--- config.mk ---
export PLATFORM = sky130hd
export DESIGN_NAME = mem_arbiter
export DESIGN_NICKNAME = d
export VERILOG_FILES = /design/src/rtl/mem_arbiter.sv
export SDC_FILE = /design/constraint.sdc
export NUM_CORES = 1
export LEC_CHECK = 0
export ABC_AREA = 1
export ABC_CLOCK_PERIOD_IN_PS = 2100
export CORE_AREA = 2 2 137 139
export CTS_CLUSTER_DIAMETER = 200
export DETAILED_ROUTE_END_ITERATION = 12
export DIE_AREA = 0 0 139 141
export PLACE_DENSITY = 0.8
export SETUP_SLACK_MARGIN = 0.1
export SLEW_MARGIN = 20
export SYNTH_ARGS = -nofsm -noshare
export SYNTH_HDL_FRONTEND = slang
export SYNTH_SLANG_ARGS = --single-unit
--- constraint.sdc ---
create_clock -name clk -period 2.1 [get_ports clk]
set_input_delay 0.42 -clock clk [delete_from_list [all_inputs] [get_ports clk]]
set_output_delay 0.42 -clock clk [all_outputs]
set_load 0.02 [all_outputs]
--- src/rtl/mem_arbiter.sv ---
// Round-robin arbiter sharing the unified memory between instruction fetch and load/store.
// Optional build macro MISALIGN_CHK_EN turns misaligned accesses into error responses.
module mem_arbiter #(
   parameter int BUS_WIDTH  = 32,
   parameter int MEM_BYTES  = 64,
   parameter int ACC_CYCLES = 1
) (
   input  logic                 clk,
   input  logic                 rst,
   input  logic                 if_req,
   input  logic [BUS_WIDTH-1:0] if_addr,
   output logic                 if_gnt,
   output logic                 if_rvalid,
   output logic [BUS_WIDTH-1:0] if_rdata,
   output logic                 if_err,
   input  logic                 ls_req,
   input  logic                 ls_we,
   input  logic [BUS_WIDTH-1:0] ls_addr,
   input  logic [BUS_WIDTH-1:0] ls_wdata,
   input  logic [1:0]           ls_size,
   input  logic                 ls_sext,
   output logic                 ls_gnt,
   output logic                 ls_rvalid,
   output logic [BUS_WIDTH-1:0] ls_rdata,
   output logic                 ls_err,
   output logic [BUS_WIDTH-1:0] mem_address,
   output logic [BUS_WIDTH-1:0] mem_data_in,
   output logic                 mem_wr_en,
   output logic [1:0]           mem_size,
   output logic                 mem_sz_ex,
   input  logic [BUS_WIDTH-1:0] mem_data_out,
   output logic                 busy
);

   // state    | meaning
   // S_IDLE   | waiting for a request; grants are only issued here
   // S_ACCESS | mem driven from latched fields for ACC_CYCLES cycles
   // S_RESP   | one-cycle rvalid strobe on the granted port
   typedef enum logic [1:0] {
      S_IDLE   = 2'd0,
      S_ACCESS = 2'd1,
      S_RESP   = 2'd2
   } state_t;

   localparam int CW = (ACC_CYCLES > 1) ? $clog2(ACC_CYCLES) : 1;
   localparam logic [CW-1:0] CNT_INIT = CW'(ACC_CYCLES - 1);
   localparam logic [BUS_WIDTH:0] MEM_LIM = (BUS_WIDTH + 1)'(MEM_BYTES);
   localparam logic [1:0] SZ_WORD = 2'b10;

   state_t               state_q, state_d;
   logic [CW-1:0]        cnt_q, cnt_d;
   logic                 rr_last_q, rr_last_d;
   logic                 sel_ls_q, sel_ls_d;
   logic                 we_q, we_d;
   logic [BUS_WIDTH-1:0] addr_q, addr_d;
   logic [BUS_WIDTH-1:0] wdata_q, wdata_d;
   logic [1:0]           size_q, size_d;
   logic                 sext_q, sext_d;
   logic                 err_q, err_d;
   logic                 if_rvalid_q, if_rvalid_d;
   logic [BUS_WIDTH-1:0] if_rdata_q, if_rdata_d;
   logic                 if_err_q, if_err_d;
   logic                 ls_rvalid_q, ls_rvalid_d;
   logic [BUS_WIDTH-1:0] ls_rdata_q, ls_rdata_d;
   logic                 ls_err_q, ls_err_d;

   logic                 gnt_if, gnt_ls;
   logic [2:0]           ls_nbytes;
   logic [BUS_WIDTH:0]   ls_end, if_end;
   logic                 ls_fault, if_fault;
   logic [BUS_WIDTH-1:0] resp_data;
   logic                 last_cycle;

   // rr_last_q: 0 = IF granted last, 1 = LS granted last
   always_comb begin
      gnt_ls = 1'b0;
      gnt_if = 1'b0;
      if (state_q == S_IDLE) begin
         gnt_ls = ls_req && (!if_req || !rr_last_q);
         gnt_if = if_req && !gnt_ls;
      end
   end

   always_comb begin
      case (ls_size)
         2'b00:   ls_nbytes = 3'd1;
         2'b01:   ls_nbytes = 3'd2;
         default: ls_nbytes = 3'd4;
      endcase
      ls_end   = {1'b0, ls_addr} + (BUS_WIDTH + 1)'(ls_nbytes);
      if_end   = {1'b0, if_addr} + (BUS_WIDTH + 1)'(4);
      ls_fault = (ls_size == 2'b11) || (ls_end > MEM_LIM);
      if_fault = (if_end > MEM_LIM);
`ifdef MISALIGN_CHK_EN
      if ((ls_size == 2'b01 && ls_addr[0]) || (ls_size == 2'b10 && ls_addr[1:0] != 2'b00))
         ls_fault = 1'b1;
      if (if_addr[1:0] != 2'b00)
         if_fault = 1'b1;
`endif
   end

   assign last_cycle = (state_q == S_ACCESS) && (cnt_q == '0);
   assign resp_data  = (err_q || we_q) ? '0 : mem_data_out;

   always_comb begin
      state_d     = state_q;
      cnt_d       = cnt_q;
      rr_last_d   = rr_last_q;
      sel_ls_d    = sel_ls_q;
      we_d        = we_q;
      addr_d      = addr_q;
      wdata_d     = wdata_q;
      size_d      = size_q;
      sext_d      = sext_q;
      err_d       = err_q;
      if_rvalid_d = 1'b0;
      if_rdata_d  = if_rdata_q;
      if_err_d    = if_err_q;
      ls_rvalid_d = 1'b0;
      ls_rdata_d  = ls_rdata_q;
      ls_err_d    = ls_err_q;
      case (state_q)
         S_IDLE: begin
            if (gnt_ls) begin
               state_d   = S_ACCESS;
               cnt_d     = CNT_INIT;
               rr_last_d = 1'b1;
               sel_ls_d  = 1'b1;
               we_d      = ls_we;
               addr_d    = ls_addr;
               wdata_d   = ls_wdata;
               size_d    = ls_size;
               sext_d    = ls_sext;
               err_d     = ls_fault;
            end else if (gnt_if) begin
               state_d   = S_ACCESS;
               cnt_d     = CNT_INIT;
               rr_last_d = 1'b0;
               sel_ls_d  = 1'b0;
               we_d      = 1'b0;
               addr_d    = if_addr;
               wdata_d   = '0;
               size_d    = SZ_WORD;
               sext_d    = 1'b0;
               err_d     = if_fault;
            end
         end
         S_ACCESS: begin
            if (cnt_q == '0) begin
               state_d = S_RESP;
               if (sel_ls_q) begin
                  ls_rvalid_d = 1'b1;
                  ls_rdata_d  = resp_data;
                  ls_err_d    = err_q;
               end else begin
                  if_rvalid_d = 1'b1;
                  if_rdata_d  = resp_data;
                  if_err_d    = err_q;
               end
            end else begin
               cnt_d = cnt_q - 1'b1;
            end
         end
         S_RESP:  state_d = S_IDLE;
         default: state_d = S_IDLE;
      endcase
   end

   always_ff @(posedge clk or negedge rst) begin
      if (!rst) begin
         state_q     <= S_IDLE;
         cnt_q       <= '0;
         rr_last_q   <= 1'b0;
         sel_ls_q    <= 1'b0;
         we_q        <= 1'b0;
         addr_q      <= '0;
         wdata_q     <= '0;
         size_q      <= SZ_WORD;
         sext_q      <= 1'b0;
         err_q       <= 1'b0;
         if_rvalid_q <= 1'b0;
         if_rdata_q  <= '0;
         if_err_q    <= 1'b0;
         ls_rvalid_q <= 1'b0;
         ls_rdata_q  <= '0;
         ls_err_q    <= 1'b0;
      end else begin
         state_q     <= state_d;
         cnt_q       <= cnt_d;
         rr_last_q   <= rr_last_d;
         sel_ls_q    <= sel_ls_d;
         we_q        <= we_d;
         addr_q      <= addr_d;
         wdata_q     <= wdata_d;
         size_q      <= size_d;
         sext_q      <= sext_d;
         err_q       <= err_d;
         if_rvalid_q <= if_rvalid_d;
         if_rdata_q  <= if_rdata_d;
         if_err_q    <= if_err_d;
         ls_rvalid_q <= ls_rvalid_d;
         ls_rdata_q  <= ls_rdata_d;
         ls_err_q    <= ls_err_d;
      end
   end

   // mem port is a pure decode of registered state, so reset drops wr_en immediately
   always_comb begin
      mem_address = '0;
      mem_data_in = '0;
      mem_wr_en   = 1'b0;
      mem_size    = SZ_WORD;
      mem_sz_ex   = 1'b0;
      if (state_q == S_ACCESS) begin
         mem_address = addr_q;
         mem_data_in = wdata_q;
         mem_size    = size_q;
         mem_sz_ex   = sext_q;
         mem_wr_en   = last_cycle && we_q && !err_q;
      end
   end

   assign if_gnt    = gnt_if;
   assign ls_gnt    = gnt_ls;
   assign if_rvalid = if_rvalid_q;
   assign if_rdata  = if_rdata_q;
   assign if_err    = if_err_q;
   assign ls_rvalid = ls_rvalid_q;
   assign ls_rdata  = ls_rdata_q;
   assign ls_err    = ls_err_q;
   assign busy      = (state_q != S_IDLE);

endmodule

=== Word level (Yosys, flattened, before mapping) ===
Index checks and enable logic that the tools add are counted.

* $add $sub $neg: 3
* Magnitude comparators: 2
* Equality and inequality tests: 5
* Muxes and demuxes: 34
* Bitwise logic cells: 2
* Reduce and logical (&&, ||, !) cells: 22

{| class="wikitable"
|+ Operators with widths
! kind !! number
|-
| 32-bit 2-to-1 mux || 7
|-
| 33-bit by 7-bit > comparator with 1-bit output, second input constant || 2
|-
| 32-bit by 3-bit adder with 33-bit output || 1
|-
| 32-bit by 3-bit adder with 33-bit output, second input constant || 1
|-
| 1-bit 2-to-1 mux || 18
|-
| 2-bit 2-to-1 mux || 6
|-
| 3-bit case mux with 2 select lines || 1
|-
| 2-bit AND reduction || 3
|-
| 3-bit AND reduction || 2
|-
| 2-bit nonzero test || 3
|-
| 1-bit logical AND || 5
|-
| 2-bit by 1-bit equality test with 1-bit output, second input constant || 2
|-
| 1-bit zero test || 4
|-
| 2-bit zero test || 2
|-
| 2-bit case mux with 2 select lines || 1
|-
| 1-bit logical OR || 3
|-
| 3-bit inequality test, second input constant || 1
|-
| 2-bit equality test, second input constant || 1
|-
| 2-bit inequality test, second input constant || 1
|-
| 1-bit inverter || 2
|-
| 1-bit case mux with 2 select lines || 1
|-
| 1-bit subtractor, second input constant || 1
|}

* Flip-flop bits (word level): 141
* Output and inout port bits: 139
* Logic and storage cells: 83

=== Logic depth before layout (Yosys ltp) ===
Gate-level depths: netlist of the first run.

* Depth after elaboration: 9
* Mapped depth: 17
* Gate-level depth less buffers: 17

=== Worst setup path before layout of the first run ===
OpenSTA, ideal clock, no wires.

* Path kind: input-to-reg
* Start: in ls_size[0]
* End: reg err_q
* Arrival time: 2.075 ns
* Required time: 1.984 ns
* Path slack: -0.091 ns
* Stages: 12
* Path through: nor2_1 > ha_1 > fa_1 > or2_2 > nor3_1 > nand3_1 > a21oi_1 > nand3_1 > nor2_1 > nand3_1 > nand2_1 > nand2_1

* Longest elaborated chain between the ends: 6

{| class="wikitable"
|+ RTL lines
! item !! line !! source
|-
| start, declared || 20 || <nowiki>input logic [1:0] ls_size,</nowiki>
|-
| 2-bit by 1-bit equality test with 1-bit output / 2-bit zero test (equally long branches) || 85 || <nowiki>case (ls_size)</nowiki>
|-
| 3-bit case mux with 2 select lines || 85 ||
|-
| 32-bit by 3-bit adder with 33-bit output || 90 || <nowiki>ls_end = {1'b0, ls_addr} + (BUS_WIDTH + 1)'(ls_nbytes);</nowiki>
|-
| 33-bit by 7-bit > comparator with 1-bit output || 92 || <nowiki>ls_fault = (ls_size == 2'b11) || (ls_end > MEM_LIM);</nowiki>
|-
| 1-bit logical OR * || 92 ||
|-
| 1-bit 2-to-1 mux * || 124 || <nowiki>if (gnt_ls) begin</nowiki>
|-
| end signal, assigned || 197 || <nowiki>err_q <= err_d;</nowiki>
|-
| end, declared || 59 || <nowiki>logic err_q, err_d;</nowiki>
|}

Every way passes the cells marked *; elsewhere a longest branch is shown, timed or not.
A chain may end at the register's enable or synchronous reset.

=== Worst setup path in the final report of the first run ===
* Start: reg state_q[1]
* End: out mem_data_in[26]

* Longest elaborated chain between the ends: 2

{| class="wikitable"
|+ RTL lines
! item !! line !! source
|-
| start, declared || 50 || <nowiki>state_t state_q, state_d;</nowiki>
|-
| start signal, assigned || 188 || <nowiki>state_q <= state_d;</nowiki>
|-
| 2-bit by 1-bit equality test with 1-bit output || 214 || <nowiki>if (state_q == S_ACCESS) begin</nowiki>
|-
| 32-bit 2-to-1 mux || 214 ||
|-
| end, declared || 27 || <nowiki>output logic [BUS_WIDTH-1:0] mem_data_in,</nowiki>
|}

Every way passes these cells.

==> summary.md, run 1 <==
| Metric | Value |
|---|---|
| Outcome | `complete, no violations` |
| 1st-iter DRT viols | `441` |
| Clk network pwr share | `19.3%` |
| Detail Placement HPWL | `21,490 um` |
| FILL cells | `1,469` |
| # setup viols final | `0` |
| GRT Residual Overflow | `0` |
| CP max stage cell | `dfrtp_1` |
| Critical Path End Type | `output pin` |
| Crit path cell chain | `nor2_4, inv_8, buf_4, nor2_1, buf_2` |
| Clock Skew | `0.01427 ns` |
| Mean Syn Cell Area | `7.292 um2` |
| Syn. warnings | `0` |
| Sw Pwr | `6078 uW` |
| Seq/Total Area, Yosys | `42.08%` |
| Drt via density | `4.954` |
| Initial antenna violation count | `0` |
| Post-synth EDFFs | `0` |
| WL final | `28,040 um` |
| Pwr Density | `1150 nW/um2` |
| Mapped Cells | `1,142` |
| Fmax | `0.5058 GHz` |
| Flop2flop setup slack | `0.21 ns` |
| Crit Reg-Reg Endpoint | `if_rdata[21]` |
| Final-stage net count | `1,664` |
| Largest net degree at the start of global routing | `65` |
| Reg2reg path depth | `7` |
| Pleak | `0.006639 uW` |
| Ys async rst share | `100.0%` |
| Area grow syn2layout | `55.20%` |
| Max capacitance violation total | `0` |
| Main synth FF type | `dfrtp_1` |
| Synthesis-stage register bit count | `140` |
| Cell variety after synth | `34` |
| Fin crit period | `1.977 ns` |
| Hold Slack | `0.3739 ns` |
| Port Buffer Count | `274` |
| FF/Latch Area | `3505 um2` |
| Fraction of layout cells with a size suffix above 1 | `26.28%` |
| TritonCTS Buffers | `17` |
| Post-DR wirelength/cell | `15.83 um` |
| Hold Path End | `size_q[1]` |
| Total core area | `18,270 um2` |
| Mapped cell area | `8328 um2` |
| Gate power share | `51.0%` |
| Routed Antenna Nets | `0` |
| CTS tree | `built` |
| Max Slew Vio Count | `0` |
| Vias in the first global route | `8,670` |
| Fin cells | `1,771` |
| Least-Margin Pin Slew | `0.5368 ns` |
| Switching part of the total | `40.90%` |
| H-tree depth | `4` |
| RSZ-0062 raised after global routing | `true` |
| Sequential share of power | `29.8%` |
| Hold path startpoint | `ls_size[1]` |
| Antenna Cells | `0` |
| Slew HR | `64.21%` |
| CTS max path bufs | `2` |
| Die width | `139 um` |
| Placer Congestion | `0.9530` |
| CTS clk-pin slew, worst paths | `0.06 ns` |
| Post-Place Cells | `1,729` |
| Cell Int Power | `8784 uW` |
| Hold Vio Cnt, Final | `0` |
| Synth Net Count | `1,282` |
| Sink Count | `140` |
| Fin crit share | `94.15%` |
| Hold Path Depth | `3` |
| DR pass1 iterations | `5` |
| Crit path max-delay family | `buffers and inverters` |
| DRC | `0` |
| Die Y-Extent | `141 um` |
| Startpoint types | `register` |
| Clock latency at the later pin of the worst-skew pair | `0.42 ns` |
| Buf/Inv on CP | `3` |
| Worst Path Max Fanout | `7` |
| HP Class | `input port to register` |
| Maximum VDD drop | `0.9480 mV` |
| TNS Setup | `0 ns` |
| Via count | `8,774` |
| GRT Total Usage | `28.08%` |
| First-pass GRT wire length | `43,970 um` |
| Area occupied by multi-input gates | `4185 um2` |
| Starting density of the core | `45.59%` |
| Number of core rows | `50` |
| R2r startpoint | `state_q[1]` |
| Largest stage delay, worst path | `0.41 ns` |
| Die area | `19,600 um2` |
| CP Class | `register to output pin` |
| WP data required | `1.68 ns` |
| Crit path DAT | `1.56 ns` |
| Io pins | `275` |
| Clk root buf | `clkbuf_16` |
flip-flops by register name, summed over array words and instances, names as in the netlist:
register / count
addr_q: 32
sext_q: 1
ls_rdata: 32
if_rdata: 32
if_err: 1
if_rvalid: 1
err_q: 1
size_q: 2
ls_rvalid: 1
we_q: 1
state_q: 2
wdata_q: 32
sel_ls_q: 1
ls_err: 1
cell families after synthesis:
kind of cell / synth area share [%]
XOR/XNOR: 0.9466
flip-flops: 42.08
multiplexers: 8.924
buffers and inverters: 10.61
adder cells (fa/ha/maj): 0.6912
AND/OR/NAND/NOR: 30.11
AO/OA/AOI/OAI: 6.641
metrics by stage:
step	util [%]	power (uW)	instance area [um2]	setup slack (ns)
5_1_grt	70.75	15740	12920	0.03142
4_1_cts	68.89	14470	12580	-0.008349
2_1_floorplan	-	8230	8368	0.06620
6_report	70.75	14860	12920	0.1229
3_3_place_gp	67.11	11590	12260	-0.7532
3_5_place_dp	67.11	11820	12260	-0.7845
Yosys cell counts, types with 3 or more instances:
library cell / number / area share, %
nand2_1: 282 / 13
inv_1: 188 / 8.5
nor2_1: 178 / 8.0
dfrtp_1: 139 / 42
o21ai_0: 103 / 6.2
mux2_2: 66 / 8.9
nand3_1: 54 / 3.2
clkbuf_1: 23 / 1.0
nand2_2: 12 / 0.90
nand4_1: 12 / 0.90
nor2_2: 12 / 0.90
buf_2: 10 / 0.60
nor3_1: 9 / 0.54
nor2_4: 7 / 0.95
xor2_1: 7 / 0.74
buf_1: 4 / 0.18
inv_2: 4 / 0.18
ha_1: 3 / 0.45
nand2_4: 3 / 0.41
nand3b_1: 3 / 0.27
o21ai_1: 3 / 0.18
or2_2: 3 / 0.23
metal layers:
layer,global-route usage [%],up-vias,routed length [um]
met3,4.755,52,1475
met1,35.37,4127,11770
met2,49.60,308,14050
met5,0,-,0
li1,-,4287,-
met4,8.719,0,739
power by group through the flow:
stage          Clock, uW  Combinational [uW]  Sequential, uW
2_1_floorplan          0                3230            5000
3_3_place_gp           0                7220            4370
3_5_place_dp           0                7370            4450
4_1_cts             2900                7150            4420
5_1_grt             3020                8150            4570
6_report            2860                7580            4420
worst max-delay path by stage:
stage | from | to | slack (ns) | depth (start not counted)
floorplan | ls_size[0] | err_q | 0.07 | 12
global placement | ls_size[0] | err_q | -0.75 | 13
detailed placement | ls_size[1] | err_q | -0.78 | 16
CTS | state_q[1] | mem_address[7] | -0.008 | 5
global route | ls_size[1] | err_q | 0.03 | 13
finish | state_q[1] | mem_data_in[26] | 0.12 | 5
worst reg2reg max path, cell delays in order, from the launching register on:
cell and delay, ns:
dfrtp_1 0.41, nor2_4 0.21, buf_12 0.14, inv_4 0.04
buf_4 0.13, nor2_4 0.22, buf_12 0.24, mux2_2 0.38
cell type report:
type                    count  area share [%]
clock buffers              18           3.398
clock inverters            14          0.9584
inverters                 193           5.663
multi-input cells         771           32.38
flip-flops and latches    140           27.12
well taps                 234           2.265
repair buffers            400           28.17
repair inverters            1         0.04840
cells in the final DEF (no fill, tap or decap), types with 8 or more instances in the layout:
cell type / count
nand2_1: 272
inv_1: 187
clkdlybuf4s50_1: 179
buf_4: 153
nor2_1: 140
dfrtp_1: 139
o21ai_0: 102
mux2_2: 66
nand3_1: 49
nor2_2: 40
buf_2: 22
nand2_2: 21
clkbuf_16: 18
nor2_4: 17
nand4_1: 12
dlygate4sd2_1: 12
buf_12: 11
dlymetal6s2s_1: 10
nor3_1: 8
what timing repair did:
action | in CTS | in global routing
endpoints found under the hold margin | 47 | 0
hold buffers | 1 | 0
buffers inserted | 2 | 4
pin swaps | 4 | 15
setup endpoints to repair | 72 | 55
resized for setup | 313 | 116
gates cloned | 0 | 3
(Power assumes the default switching activity.)
==> inputs of run 2 (changes only) <==
- ABC_AREA: 1 -> 0
- ABC_CLOCK_PERIOD_IN_PS: 2100 -> 2200
- CORE_AREA: 2 2 137 139 -> 2 2 130 132
- DIE_AREA: 0 0 139 141 -> 0 0 132 134
- clock period: 2.1 -> 2.2 ns (I/O delays scaled with it)
==> run 2 against run 1 <==
Compared with the run above: the run now ends with negative setup slack left; power down 22%; critical path depth up 4; synthesized cell count down 29%; sequential share of layout area up 1.9 points; clock-buffer cell count unchanged; first-iteration DRC count up 20%; non-clock buffer count up 5; clock skew down 0.0022 ns; sequential cell count unchanged; global-route usage down 0.63 points; critical path type is now input port to register.
==> summary.md, run 2 <==
| Metric | Value |
|---|---|
| Outcome | `complete, but fails checks` |
| Failing checks | `negative setup slack` |
| Syn. warnings | `0 (unchanged)` |
| Io pins | `275 (unchanged)` |
| Mapped cell area | `7039 um2 (-15%)` |
| RSZ-0062 raised after global routing | `true` |
| Crit path DAT | `2.54 ns (+0.98 ns)` |
| First-pass GRT wire length | `38,500 um (-12%)` |
| Pwr Density | `962.5 nW/um2 (-16%)` |
| Post-synthesis mux area share | `5.297% (-3.6 points)` |
| Placer Congestion | `0.9166 (-3.8%)` |
| Fraction of layout cells with a size suffix above 1 | `28.39% (+2.1 points)` |
| Number of core rows | `47 (-6.0%)` |
| Hold Slack | `0.3373 ns (-0.03664 ns)` |
| Post-Place Cells | `1,357 (-22%)` |
| Drt via density | `5.381 (+8.6%)` |
| Final instance area | `12,080 um2 (-6.5%)` |
| Gate power share | `44.8% (-6.2 points)` |
| Fin util | `74.16% (+3.4 points)` |
| Fmax | `0.4485 GHz` |
| Pleak | `0.005564 uW (-16%)` |
| Clock latency at the later pin of the worst-skew pair | `0.42 ns (about the same)` |
| TritonCTS Buffers | `17 (unchanged)` |
| Commonest non-fill, non-tap cell in the layout | `nand2_1` |
| Vias in the first global route | `7,471 (-14%)` |
| Critical Path End Type | `register` |
| Hold Vio Cnt, Final | `0 (unchanged)` |
| Fin cells | `1,415 (-20%)` |
| Port Buffer Count | `274 (unchanged)` |
| Clock Skew | `0.01205 ns (-0.002218 ns)` |
| Clk root buf | `clkbuf_16` |
| Synth top area share | `49.41% (+7.6 points)` |
| Sink Count | `140 (unchanged)` |
| # setup viols final | `1 (+1)` |
| Total core area | `16,290 um2 (-11%)` |
| Synth Net Count | `948 (-26%)` |
| Cell variety after synth | `60 (+76%)` |
| Commonest cells after routing, fill and taps aside | `nand2_1, clkdlybuf4s50_1, dfrtp_1` |
| Die area | `17,690 um2 (-9.8%)` |
| Mean Syn Cell Area | `8.712 um2 (+19%)` |
| Post-Synth XOR/XNOR Area | `0.6221% (-0.32 points)` |
| WL final | `25,890 um (-7.7%)` |
| Most common library cells after synthesis | `nand2_1, dfrtp_1, o21ai_0, and2_1, nand3_1` |
| Seq/Total Area, Yosys | `49.79% (+7.7 points)` |
| Maximum VDD drop | `0.5658 mV (-40%)` |
| Final-stage net count | `1,321 (-21%)` |
| Fin crit share | `101.4%` |
| Post-DR wirelength/cell | `18.30 um (+16%)` |
| Sequential share of power | `30.6% (+0.8 points)` |
| Starting density of the core | `43.21% (-2.4 points)` |
| H-tree depth | `4 (unchanged)` |
| Max capacitance violation total | `0 (unchanged)` |
| Initial antenna violation count | `2 (+2)` |
| Compound-Gate Fraction of Synth Area | `11.27% (+4.6 points)` |
| Least-Margin Pin Slew | `0.7340 ns (+0.1972 ns)` |
| Fin crit period | `2.230 ns` |
| Simple-Gate Fraction of Synth Area | `28.92% (-1.2 points)` |
| Top-count cell post-synth | `nand2_1` |
| CTS max path bufs | `2 (unchanged)` |
| CP Class | `input port to register` |
| Largest cells by area after synthesis | `dfrtp_1, nand2_1, o21ai_0` |
| Busiest grt layer | `met2` |
| WP data required | `2.51 ns (+0.83 ns)` |
| Via count | `7,614 (-13%)` |
| Main synth FF type | `dfrtp_1` |
| Synthesis-stage register bit count | `140 (unchanged)` |
| Post-synth EDFFs | `0 (unchanged)` |
| Ys async rst share | `100.0% (unchanged)` |
| Yosys top cell by area | `dfrtp_1` |
| HP Class | `input port to register` |
| Switching part of the total | `36.89% (-4.0 points)` |
| Detail Placement HPWL | `17,490 um (-19%)` |
| CTS clk-pin slew, worst paths | `0.07 ns (about the same)` |
| Grt met1 use | `34.21% (-1.2 points)` |
| Clk network pwr share | `24.6% (+5.3 points)` |
| Mapped Cells | `808 (-29%)` |
| DR pass1 iterations | `8 (+3)` |
| Largest net degree at the start of global routing | `73 (+12%)` |
| GRT Total Usage | `27.46% (-0.63 points)` |
| 1st-iter DRT viols | `528 (+20%)` |
| Main combinational cell family by area after synthesis | `simple AND/OR/NAND/NOR gates` |
| Area post-placement | `10,800 um2 (-12%)` |
| Die Y-Extent | `134 um (-5.0%)` |
| Adder-Cell Fraction of Synth Area | `0.8176% (+0.13 points)` |
| GR Layer Usage met3 | `6.878% (+2.1 points)` |
| CTS tree | `built` |
| Post-Place Worst Slack | `-0.9694 ns (-0.1849 ns)` |
| Sw Pwr | `4289 uW (-29%)` |
| Worst Path Max Fanout | `3 (-4)` |
| Startpoint types | `input port` |
| Die width | `132 um (-5.0%)` |
| GRT Residual Overflow | `0 (unchanged)` |
| Met2 usage | `46.96% (-2.6 points)` |
| FILL cells | `1,143 (-22%)` |
| Cell Int Power | `7338 uW (-16%)` |
| Area grow syn2layout | `71.61%` |
| Final WS setup | `-0.02987 ns (-0.1528 ns)` |
| DRC | `0 (unchanged)` |
| Slew HR | `51.07% (-13 points)` |
| Routed Antenna Nets | `0 (unchanged)` |
| Max Slew Vio Count | `0 (unchanged)` |
[run 2: cell types whose count changed in the layout (fill, tap and decap cells not counted), moves of 10 or more]
cell / delta
and2_1: +10
and2_4: +57
buf_2: -20
buf_4: -41
buf_6: +59
dlygate4sd2_1: -10
inv_1: -179
mux2_2: -64
mux2i_1: +35
nand2_1: -47
nand2_2: -17
nor2_1: -128
nor2_2: -37
nor2_4: -16
[run 2: what timing repair did]
item | CTS | global route
pin swaps | 11 | 56
setup endpoints to repair | 72 | 54
resized for setup | 252 | 282
cloned | 1 | 7
hold buffers | 1 | 0
hold endpoints to repair | 38 | 0
buffers inserted | 4 | 12
[run 2: power groups by stage]
| stage | Clock (uW) | Combinational [uW] | Sequential, uW |
|---|---|---|---|
| floorplan | 0 | 2200 | 3480 |
| global placement | 0 | 4080 | 3510 |
| detailed placement | 0 | 4160 | 3530 |
| CTS | 2890 | 4070 | 3500 |
| global route | 2990 | 5540 | 3610 |
| finish | 2860 | 5210 | 3560 |
[run 2: path summary, 6_finish.rpt]
path / to / slack [ns] / depth (start not counted) / start
max: err_q / -0.03 / 9 / ls_addr[14]
min: addr_q[1] / 0.34 / 3 / ls_addr[1]
max reg2reg: err_q / 0.20 / 9 / state_q[1]
min reg2reg: ls_rdata[0] / 0.48 / 2 / ls_rdata[0]
max in group asynchronous: wdata_q[1] / 1.07 / 3 / rst
min in group asynchronous: ls_rdata[27] / 0.54 / 2 / rst
[run 2: per-stage QoR]
step / power, uW / TNS [ns]
5_1_grt: 12140 / -0.1589
3_5_place_dp: 7690 / -1.212
2_1_floorplan: 5673 / -0.2931
3_3_place_gp: 7595 / -1.025
4_1_cts: 10470 / -0.1210
6_report: 11630 / -0.02987
[run 2: area by class of cell]
class | count | area (um2) | share of cell area [%]
repair buffers | 405 | 4049 | 33.52
multi-input cells | 608 | 3632 | 30.07
flip-flops and latches | 140 | 3505 | 29.01
clock buffers | 18 | 429.2 | 3.553
well taps | 220 | 275.3 | 2.279
clock inverters | 14 | 153.9 | 1.274
inverters | 9 | 33.78 | 0.2796
diodes | 1 | 2.502 | 0.02071
[run 2: cell families (layout without fill, tap and decap cells)]
kind of cell,Yosys count,after routing
multiplexers,37,37
other,0,1
XOR/XNOR,5,5
buffers and inverters,60,446
flip-flops,140,140
AND/OR/NAND/NOR,422,422
adder cells (fa/ha/maj),4,4
AO/OA/AOI/OAI,140,140
[run 2: critical path, cell delays in order]
cell and delay (ns):
clkdlybuf4s50_1 0.49, nand4_1 0.18, buf_4 0.20, nor4_4 0.17
nand2_2 0.09, or4b_1 0.47, o211ai_1 0.09, o211ai_1 0.12
o31a_1 0.30
[run 2: layer usage]
| metal | routed length (um) | vias to the layer above |
|---|---|---|
| li1 | - | 3498 |
| met3 | 1971 | 48 |
| met1 | 10400 | 3685 |
| met4 | 596 | 2 |
| met2 | 12910 | 381 |
| met5 | 12 | - |
==> edit (settings of run 2) <==
Set the parameter `BUS_WIDTH` to 36 (it was 32).
--- a/src/rtl/mem_arbiter.sv
+++ b/src/rtl/mem_arbiter.sv
@@ -2,5 +2,5 @@
 // Optional build macro MISALIGN_CHK_EN turns misaligned accesses into error responses.
 module mem_arbiter #(
-   parameter int BUS_WIDTH  = 32,
+   parameter int BUS_WIDTH  = 36,
    parameter int MEM_BYTES  = 64,
    parameter int ACC_CYCLES = 1
Ports: changed (8 resized); port bits go from 275 to 307. The function was not compared with the original's and may differ.
==> edit against run 2 <==
  * The run still ends with negative setup slack left
  * Routed wire length rose by 12%
  * Area after synthesis increased by 9.3%
  * Power grew 14%
  * Sequential cell count grew 16
  * Worst setup slack got worse by 0.11 ns
  * Sequential power is 11% higher
  * Count of clock-buffer cells in the layout grew 2
  * Cell area increased by 10%
  * Sequential share of layout area is 0.38 points higher
==> edit: results <==
[synthesis]
synth_nets = 968
synthTopCellsByCount = nand2_1, dfrtp_1, o21ai_0
postSynthCellCount = 812
synthTopCellsByArea = dfrtp_1, nand2_1, o21ai_0
synth_cell_types = 58
yosysSeqAreaShare_pct = 50.8

[sta]
maxSlewHeadroom_pct = 66.4
fin_skew_ns = 0.0113
fin_tns_setup_ns = -0.893
setup_viol = 31
worst_slack_ns = -0.143

[grt]
grt.total_usage_pct = 30.9
grt_use_met1_pct = 38.3
grt_pass1_wl_mm = 43.0
grt_antenna_before_repair = 1
grt_pass1_vias = 8058
use_met3_pct = 6.73
globalRouteMet2Util_pct = 53.9
grt_max_degree = 59

[setup_path]
arrival_ns = 2.64
worst-path-max-fanout = 4

[route]
drt-total-wl_mm = 29.1
top_layer = met4
dr_wl_met3_mm = 2.25
wl_met2_mm = 14.8
dr.pass1.iters = 5
vias = 8165
drt_iter0_markers = 581
met1Wirelength_mm = 11.2

[placement]
port_buffers = 306
hpwl_mm = 20.0
gp_congestion = 0.955
place_ws_ns = -0.996
post_dp_cell_area_mm2 = 0.0118

[final_layout]
syn_to_final_growth_pct = 72.8
drive_gt1_share_pct = 29.5
final.fill_count = 997
final_cells = 1467
nNetsFinal = 1390

[run_status]
status = complete, but fails checks
violations = negative setup slack

[pwr]
power.leakage_nw = 5.86
ir_worst_vdd_uv = 767

[clocking]
clockRootBuffer = clkbuf_16
## edit: worst max-delay path, cell delays in order
cell and delay (ns):
buf_8 0.11, nor2_4 0.11, ha_4 0.15, fa_2 0.24, a21oi_4 0.08, or4_4 0.55
mux2_4 0.31, o22ai_2 0.16, nand4_1 0.15, nor4_2 0.27, nor2_1 0.07
## edit: area by class of cell
class	instances	share of cell area [%]
Antenna cell	1	0.0188
Multi-Input combinational cell	590	29.0
Clock buffer	20	3.44
Sequential cell	156	29.4
Clock inverter	11	1.37
Timing Repair Buffer	457	34.4
Inverter	12	0.339
Tap cell	220	2.07
## edit: path summary, 6_finish.rpt
check                           start         end  slack (ns)  cells past startpoint
max in group asynchronous         rst   size_q[1]        1.13                      3
min in group asynchronous         rst   addr_q[7]        0.41                      2
min                        ls_size[0]   size_q[0]        0.36                      3
max                        ls_size[1]       err_q       -0.14                     11
min reg2reg                addr_q[18]  addr_q[18]        0.48                      2
max reg2reg                state_q[1]       err_q       -0.03                      9
## edit: kinds of logic (layout without fill, tap and decap cells)
family | count (synthesis) | count (layout) | synth area share [%]
fa+ha+maj | 4 | 4 | 0.748
simple gates | 344 | 344 | 22.7
compound gates | 195 | 195 | 16.2
mux | 41 | 41 | 5.38
other cells | 0 | 1 | 0
buf+inv | 66 | 500 | 3.55
xor+xnor | 6 | 6 | 0.683
flops | 156 | 156 | 50.8
## edit: timing repair
action                                  4_1_cts  5_1_grt
endpoints found under the setup margin       97       60
setup buffers                                22        6
pin swaps                                    22       45
hold buffers                                  1        0
gates resized for setup                     409      200
cloned                                        2        6
endpoints found under the hold margin        14        0
## edit: power by group
group	switching, mW	internal [mW]	leakage [nW]	total [mW]
registers	0.393	3.55	2.06	3.94
clock network	1.23	1.98	0.309	3.20
logic	3.06	3.05	3.49	6.10
total	4.68	8.58	5.86	13.3
